**config.mk**
```make
export PLATFORM = sky130hd
export DESIGN_NAME = dot_product_mac
export DESIGN_NICKNAME = d
export VERILOG_FILES = /design/src/rtl/dot_product_mac.sv
export SDC_FILE = /design/constraint.sdc
export NUM_CORES = 2
export LEC_CHECK = 0
export BUFFER_PORTS_ARGS = -buffer_cell sky130_fd_sc_hd__buf_2
export CORE_AREA = 3 3 249 251
export CTS_BUF_LIST = sky130_fd_sc_hd__clkbuf_4 sky130_fd_sc_hd__clkbuf_8
export DETAILED_ROUTE_END_ITERATION = 10
export DIE_AREA = 0 0 252 254
export PLACE_DENSITY = 0.87
export SETUP_SLACK_MARGIN = 0.5
export SLEW_MARGIN = 20
export SYNTH_ARGS = -nofsm -noshare
export SYNTH_HDL_FRONTEND = slang
export SYNTH_SLANG_ARGS = --single-unit
export TNS_END_PERCENT = 1
```
**constraint.sdc**
```tcl
create_clock -name clk -period 4.76 [get_ports clk]
set_input_delay 0.714 -clock clk [delete_from_list [all_inputs] [get_ports clk]]
set_output_delay 0.714 -clock clk [all_outputs]
set_load 0.02 [all_outputs]
```
**src/rtl/dot_product_mac.sv**
```systemverilog
// Pipelined signed dot-product / multiply-accumulate unit: multiply, lane-sum, accumulate.
// Define DOT_SAT_EN to saturate the accumulator on overflow instead of wrapping.
module dot_product_mac #(
   parameter int LANES  = 9,
   parameter int DATA_W = 8,
   parameter int ACC_W  = 32
) (
   input  logic                    clk,
   input  logic                    reset,
   input  logic                    in_valid,
   output logic                    in_ready,
   input  logic [LANES*DATA_W-1:0] in_a,
   input  logic [LANES*DATA_W-1:0] in_b,
   input  logic                    in_first,
   input  logic                    in_last,
   output logic                    out_valid,
   input  logic                    out_ready,
   output logic [ACC_W-1:0]        out_data,
   output logic                    out_ovf
);

   localparam int PROD_W = 2 * DATA_W;
   localparam int SUM_W  = PROD_W + $clog2(LANES);

   // Handshake: a beat moves when in_valid & in_ready; a result leaves when
   // out_valid & out_ready. The whole pipeline freezes while a result is held.
   logic stall;
   logic accept;

   logic [LANES*PROD_W-1:0] prod_q, prod_d;
   logic                    s1_valid_q, s1_valid_d;
   logic                    s1_first_q, s1_first_d;
   logic                    s1_last_q, s1_last_d;

   logic signed [SUM_W-1:0] s2_sum_q, s2_sum_d;
   logic                    s2_valid_q, s2_valid_d;
   logic                    s2_first_q, s2_first_d;
   logic                    s2_last_q, s2_last_d;

   logic signed [ACC_W-1:0] acc_q, acc_d;
   logic                    acc_ovf_q, acc_ovf_d;
   logic                    win_open_q, win_open_d;
   logic [ACC_W-1:0]        out_data_q, out_data_d;
   logic                    out_ovf_q, out_ovf_d;
   logic                    out_valid_q, out_valid_d;

   logic signed [PROD_W-1:0] lane_a, lane_b, lane_p;
   logic signed [ACC_W-1:0]  sum_ext, base;
   logic        [ACC_W:0]    exact;
   logic        [ACC_W-1:0]  acc_new;
   logic                     restart, beat_ovf, ovf_new;

   assign stall     = out_valid_q & ~out_ready;
   assign in_ready  = ~stall;
   assign accept    = in_valid & in_ready;
   assign out_valid = out_valid_q;
   assign out_data  = out_data_q;
   assign out_ovf   = out_ovf_q;

   // S1: full-precision products
   always_comb begin
      prod_d     = prod_q;
      s1_valid_d = s1_valid_q;
      s1_first_d = s1_first_q;
      s1_last_d  = s1_last_q;
      lane_a     = '0;
      lane_b     = '0;
      if (!stall) begin
         s1_valid_d = accept;
         s1_first_d = in_first;
         s1_last_d  = in_last;
         for (int k = 0; k < LANES; k++) begin
            lane_a = PROD_W'($signed(in_a[k*DATA_W +: DATA_W]));
            lane_b = PROD_W'($signed(in_b[k*DATA_W +: DATA_W]));
            prod_d[k*PROD_W +: PROD_W] = lane_a * lane_b;
         end
      end
   end

   // S2: lane sum, wide enough that it never overflows
   always_comb begin
      s2_sum_d   = s2_sum_q;
      s2_valid_d = s2_valid_q;
      s2_first_d = s2_first_q;
      s2_last_d  = s2_last_q;
      lane_p     = '0;
      if (!stall) begin
         s2_valid_d = s1_valid_q;
         s2_first_d = s1_first_q;
         s2_last_d  = s1_last_q;
         s2_sum_d   = '0;
         for (int k = 0; k < LANES; k++) begin
            lane_p   = prod_q[k*PROD_W +: PROD_W];
            s2_sum_d = s2_sum_d + SUM_W'(lane_p);
         end
      end
   end

   // S3: accumulate; the ACC_W+1-bit exact sum exposes overflow in its top two bits
   always_comb begin
      sum_ext  = ACC_W'(s2_sum_q);
      restart  = s2_first_q | ~win_open_q;
      base     = restart ? '0 : acc_q;
      exact    = {base[ACC_W-1], base} + {sum_ext[ACC_W-1], sum_ext};
      beat_ovf = exact[ACC_W] ^ exact[ACC_W-1];
`ifdef DOT_SAT_EN
      if (beat_ovf)
         acc_new = exact[ACC_W] ? {1'b1, {(ACC_W-1){1'b0}}} : {1'b0, {(ACC_W-1){1'b1}}};
      else
         acc_new = exact[ACC_W-1:0];
`else
      acc_new = exact[ACC_W-1:0];
`endif
      ovf_new = (restart ? 1'b0 : acc_ovf_q) | beat_ovf;

      acc_d       = acc_q;
      acc_ovf_d   = acc_ovf_q;
      win_open_d  = win_open_q;
      out_data_d  = out_data_q;
      out_ovf_d   = out_ovf_q;
      out_valid_d = stall;
      if (s2_valid_q && !stall) begin
         acc_d = acc_new;
         if (s2_last_q) begin
            out_data_d  = acc_new;
            out_ovf_d   = ovf_new;
            out_valid_d = 1'b1;
            win_open_d  = 1'b0;
            acc_ovf_d   = 1'b0;
         end else begin
            acc_ovf_d  = ovf_new;
            win_open_d = 1'b1;
         end
      end
   end

   always_ff @(posedge clk) begin
      if (reset) begin
         prod_q      <= '0;
         s1_valid_q  <= 1'b0;
         s1_first_q  <= 1'b0;
         s1_last_q   <= 1'b0;
         s2_sum_q    <= '0;
         s2_valid_q  <= 1'b0;
         s2_first_q  <= 1'b0;
         s2_last_q   <= 1'b0;
         acc_q       <= '0;
         acc_ovf_q   <= 1'b0;
         win_open_q  <= 1'b0;
         out_data_q  <= '0;
         out_ovf_q   <= 1'b0;
         out_valid_q <= 1'b0;
      end else begin
         prod_q      <= prod_d;
         s1_valid_q  <= s1_valid_d;
         s1_first_q  <= s1_first_d;
         s1_last_q   <= s1_last_d;
         s2_sum_q    <= s2_sum_d;
         s2_valid_q  <= s2_valid_d;
         s2_first_q  <= s2_first_d;
         s2_last_q   <= s2_last_d;
         acc_q       <= acc_d;
         acc_ovf_q   <= acc_ovf_d;
         win_open_q  <= win_open_d;
         out_data_q  <= out_data_d;
         out_ovf_q   <= out_ovf_d;
         out_valid_q <= out_valid_d;
      end
   end

endmodule

```
## Word-level counts from Yosys, hierarchy flattened

Index checks and enable logic that the tools add are counted.

| storage, ports and cells | value |
|---|---|
| input bits | 150 |
| register bits | 238 |

| cells by class | value |
|---|---|
| reductions and logical operators | 3 |
| bitwise logic cells | 8 |
| multiply operators | 9 |
| add/subtract/negate cells | 9 |
| mux-type cells | 6 |

Operators with widths:

| operator | number |
|---|---|
| $mul 8x8->16 | 9 |
| $add 20x16->20 | 4 |
| $add 32x20->33 | 1 |
| $mux 32 | 1 |
| $add 19x16->20 | 1 |
| $add 18x16->19 | 1 |
| $add 17x16->18 | 1 |
| $add 16x16->17 | 1 |
| $mux 1 | 5 |
| $not 1->1 | 3 |
| $and 1x1->1 | 2 |
| $or 1x1->1 | 2 |
| $reduce_and 2->1 | 1 |
| $logic_and 1x1->1 | 1 |
| $logic_not 1->1 | 1 |
| $xor 1x1->1 | 1 |

## Longest topological paths before layout

| depth | value |
|---|---|
| word-level depth | 8 |
| mapped depth | 19 |
| mapped depth without buffers | 19 |

## Least setup slack after synthesis

No wires, ideal clock.

| timing | value |
|---|---|
| path type | reg-to-reg |
| start point | reg prod_q[2] |
| end point | reg s2_sum_q[16] |
| setup slack | -0.029 ns |
| arrival | 4.665 ns |
| cell stages (with the launch flop) | 20 |
| path through | dfxtp_1 > inv_1 > fa_1 > inv_1 > fa_1 > fa_1 > inv_1 > fa_1 > inv_1 > ha_1 > fa_1 > a21o_1 > a21oi_1 > nor2b_1 > nor4_1 > o31ai_1 > o41ai_1 > o21bai_1 > xnor2_1 > o21ai_1 |

| on the way | value |
|---|---|
| longest elaborated chain between the ends | 8 |

Ends and longest elaborated chain:

| item | line | RTL |
|---|---|---|
| from (decl) | 30 | `logic [LANES*PROD_W-1:0] prod_q, prod_d;` |
| from (signal assigned) | 154 | `prod_q <= prod_d;` |
| $add 16x16->17 | 94 | `s2_sum_d = s2_sum_d + SUM_W'(lane_p);` |
| $add 17x16->18 | 94 |  |
| $add 18x16->19 | 94 |  |
| $add 19x16->20 | 94 |  |
| $add 20x16->20 (4 in series) | 94 |  |
| to (signal assigned) | 158 | `s2_sum_q <= s2_sum_d;` |
| to (decl) | 35 | `logic signed [SUM_W-1:0] s2_sum_q, s2_sum_d;` |

Every way passes these cells.
A chain may end at the register's enable or synchronous reset.

## Worst setup path after layout

| timing | value |
|---|---|
| start point | reg prod_q[98] |
| end point | reg s2_sum_q[18] |

| on the way | value |
|---|---|
| longest elaborated chain between the ends | 3 |

Ends and longest elaborated chain:

| item | line |
|---|---|
| $add 20x16->20 (3 in series) | 94 |

Every way passes these cells.

==> impl_metrics.csv <==
group,metric,value,unit
setup_path,crit_type,"reg -> reg",
global_routing,grt.total_usage,0.270,
yosys,postSynth.topFlopCell,"dfxtp_1",
setup_path,worst-r2r-setup-slack,-0.03,ns
placed_design,port_buffers,184,
yosys,yosys_warnings,0,
route,dr.first_iter.drc_count,1818,
route,routed-via-count,28200,
floorplanning,row_count,90,
setup_path,critical-path-top-delay-family,"adder cells",
route,dr.pass1.iters,6,
setup_path,cp_cell_sequence,"fa_1 -> fa_2 -> fa_1 -> inv_1 -> fa_1 -> inv_1 -> ha_2 -> fa_2 -> a21o_1 -> a21oi_2 -> nor2b_1 -> nor4_2 -> o31ai_2 -> o41ai_2 -> buf_4 -> o21ai_1 -> xnor2_1 -> o21ai_1",
floorplanning,design.portCount,185,
yosys,syn_area,35300,um2
floorplanning,floorplan.die.height,254,um
job,max-cap-violations,0,
floorplanning,die_area,64000,um2
sta,final_min_period_over_clock_period,1.01,
yosys,async_set_or_reset_register_ratio_after_synthesis,0,
finish,fin_area,39800,um2
yosys,yosysSeqAreaShare,0.135,
global_routing,grt_start_max_net_pins,206,
placed_design,dpl_cell_area,38100,um2
yosys,syn-mean-instance-area,8.68,um2
finish,layout.cells.most_common,"inv_1",
finish,most-common-layout-cells,"856 x inv_1, 596 x fa_1, 453 x nand2_1, 399 x and2_1, 288 x ha_1",
min_path,hp-start,"in_last",
setup_path,worst-r2r-cell-count,18,
sta,count_of_final_hold_check_violations,0,
sta,max-slew-margin-rel,0.256,
setup_path,timing.rr.start,"prod_q[98]$_SDFFE_PP0N_",
yosys,ys_types,57,
placed_design,gp_routability_congestion,0.915,
yosys,netlist_instances,4067,
clock_network,clkLatencyLatePin,0.57,ns
global_routing,grt_first_pass_wirelength,142000,um
route,vias_per_cell,5.44,
sta,max_freq,0.209,GHz
sta,worst_slew_pin_slew,1.12,ns
setup_path,cp_common_cell,"fa_1",
sta,final_critical_path_setup_slack,-0.0283,ns
global_routing,grt_overflow_total,0,
clock_network,number_of_buffers_created_by_cts,42,
placed_design,post-dp-hpwl,69100,um
route,detail_route.drc_violations,0,
route,ant_nets,0,
global_routing,vias_in_the_first_global_route,29700,
clock_network,cts.sink_count,238,
route,postRouteWirelength,86300,um
clock_network,path_clk_slew,0.07,ns
clock_network,htree_num_levels,2,
min_path,hold-path-endpoint,"s1_last_q$_SDFFE_PP0N_",
outcome,status,"complete, but fails checks",
sta,tns_setup,-0.0283,ns
clock_network,tritoncts_clock_tree,"done",
route,wl_per_cell,16.7,um
setup_path,timing.critical_path.fanout_max,3,
setup_path,maximum_single_stage_delay_on_the_critical_path,0.57,ns
min_path,worst_hold_path_type,"in -> reg",
outcome,failing_checks,"setup timing",
setup_path,crit_path_top_delay_cell,"fa_1",
finish,n_antenna_cell,0,
min_path,min_delay_path_depth,3,
finish,layout_cell_share_with_drive_strength_beyond_1,0.134,
sta,setup_viol,1,
floorplanning,core-area,60100,um2
sta,post-route-min-period,4.79,ns
yosys,synth-edff-count,0,
clock_network,clock_root_buffer,"clkbuf_8",
setup_path,worst_path_arrival_time,5.22,ns
global_routing,number_of_antenna_violations_at_the_first_check_in_global_routing,0,
setup_path,worst-path-buf-inv,3,
finish,nets,5441,
sta,slew_violations,0,
setup_path,required,5.19,ns
setup_path,critPathCaptureType,"flop",
sta,grt_setup_unrepaired,"yes",
sta,fin_worst_skew,0.0154,ns
setup_path,worstReg2RegEnd,"s2_sum_q[18]$_SDFFE_PP0N_",
finish,areaGrowthSynthToFinish,12.9,%
floorplanning,start_util,0.587,
clock_network,cts_buffer_depth,3,
yosys,syn-num-nets,5141,
yosys,ys_ff_latch,238,
setup_path,critPathLaunchType,"flop",
floorplanning,die_width,252,um
cell families after synthesis:
kind of cell,Yosys count,share of synthesized area
AO/OA/AOI/OAI,511,0.0851
XOR/XNOR,151,0.0375
adder cells (fa/ha/maj),924,0.458
buffers and inverters,961,0.102
flip-flops,238,0.135
multiplexers,13,0.00372
AND/OR/NAND/NOR,1269,0.179
how the worst max path moves through the flow:
stage / start / endpoint / cells past startpoint
floorplan: prod_q[2]$_SDFFE_PP0N_ / s2_sum_q[16]$_SDFFE_PP0N_ / 19
global placement: in_b[2] / prod_q[15]$_SDFFE_PP0N_ / 17
detailed placement: in_a[3] / prod_q[14]$_SDFFE_PP0N_ / 21
CTS: prod_q[2]$_SDFFE_PP0N_ / s2_sum_q[18]$_SDFFE_PP0N_ / 20
global route: prod_q[2]$_SDFFE_PP0N_ / s2_sum_q[18]$_SDFFE_PP0N_ / 20
finish: prod_q[98]$_SDFFE_PP0N_ / s2_sum_q[18]$_SDFFE_PP0N_ / 18
Yosys cell counts (all sizes together), types with 22 or more instances:
library cell	count	share of area
a211oi	22	0.0048
a21o	28	0.0060
a21oi	241	0.034
a31oi	23	0.0043
and2	401	0.071
clkbuf	78	0.0083
dfxtp	238	0.14
fa	611	0.35
ha	313	0.11
inv	869	0.092
nand2	456	0.048
nand2b	39	0.0069
nand3	72	0.010
nor2	153	0.016
nor2b	33	0.0058
nor3	55	0.0079
o21ai	124	0.018
xnor2	125	0.031
xor2	26	0.0065
sequential cells by signal, indices dropped and copies added, names as in the netlist:
register,cells
acc_ovf_q,1
acc_q,32
out_data,32
out_ovf,1
out_valid,1
prod_q,144
s1_first_q,1
s1_last_q,1
s1_valid_q,1
s2_first_q,1
s2_last_q,1
s2_sum_q,20
s2_valid_q,1
win_open_q,1
metal layers:
layer,global-route usage,vias to the layer above,share of wire
met1,0.331,13900,0.39
met4,0.0972,0,0.041
met2,0.495,903,0.52
met3,0.0271,251,0.048
met5,0,-,0
li1,-,13100,-
metrics by stage:
| step | hold WS [ns] | util | worst slack [ns] | std cells |
|---|---|---|---|---|
| 6_report | 0.402 | 0.663 | -0.0283 | 5181 |
| 5_1_grt | 0.386 | 0.663 | -0.294 | 5181 |
| 2_1_floorplan | 0.430 | - | 0.264 | 4067 |
| 4_1_cts | 0.378 | 0.651 | 0.119 | 5181 |
| 3_3_place_gp | 0.437 | 0.634 | -0.115 | 5095 |
| 3_5_place_dp | 0.442 | 0.634 | -0.169 | 5095 |
worst reg2reg max path, stage by stage, from the launching register on:
cell	delay, ns
dfxtp_1	0.33
fa_1	0.57
fa_2	0.48
fa_1	0.55
inv_1	0.06
fa_1	0.50
inv_1	0.05
ha_2	0.18
fa_2	0.34
a21o_1	0.18
a21oi_2	0.17
nor2b_1	0.09
nor4_2	0.25
o31ai_2	0.16
o41ai_2	0.22
buf_4	0.17
o21ai_1	0.07
xnor2_1	0.19
o21ai_1	0.07
what timing repair did:
item | in CTS | in global routing
hold buffers | 0 | 0
gates resized for setup | 3 | 155
pin swaps | 8 | 106
gates cloned | 0 | 0
endpoints found under the hold margin | 0 | 0
setup endpoints to repair | 19 | 56
setup buffers | 10 | 0
layout make-up:
type | instances | area [um2]
Clock buffer | 64 | 806
Clock inverter | 12 | 126
Fill cell | 4598 | 20300
Inverter | 870 | 3270
Multi-Input combinational cell | 2868 | 27700
Sequential cell | 238 | 4770
Tap cell | 782 | 978
Timing Repair Buffer | 347 | 2240
Power is left out: the tool's default activity adds up to more than one toggle a clock period on the data nets, which glitch-free logic cannot reach.
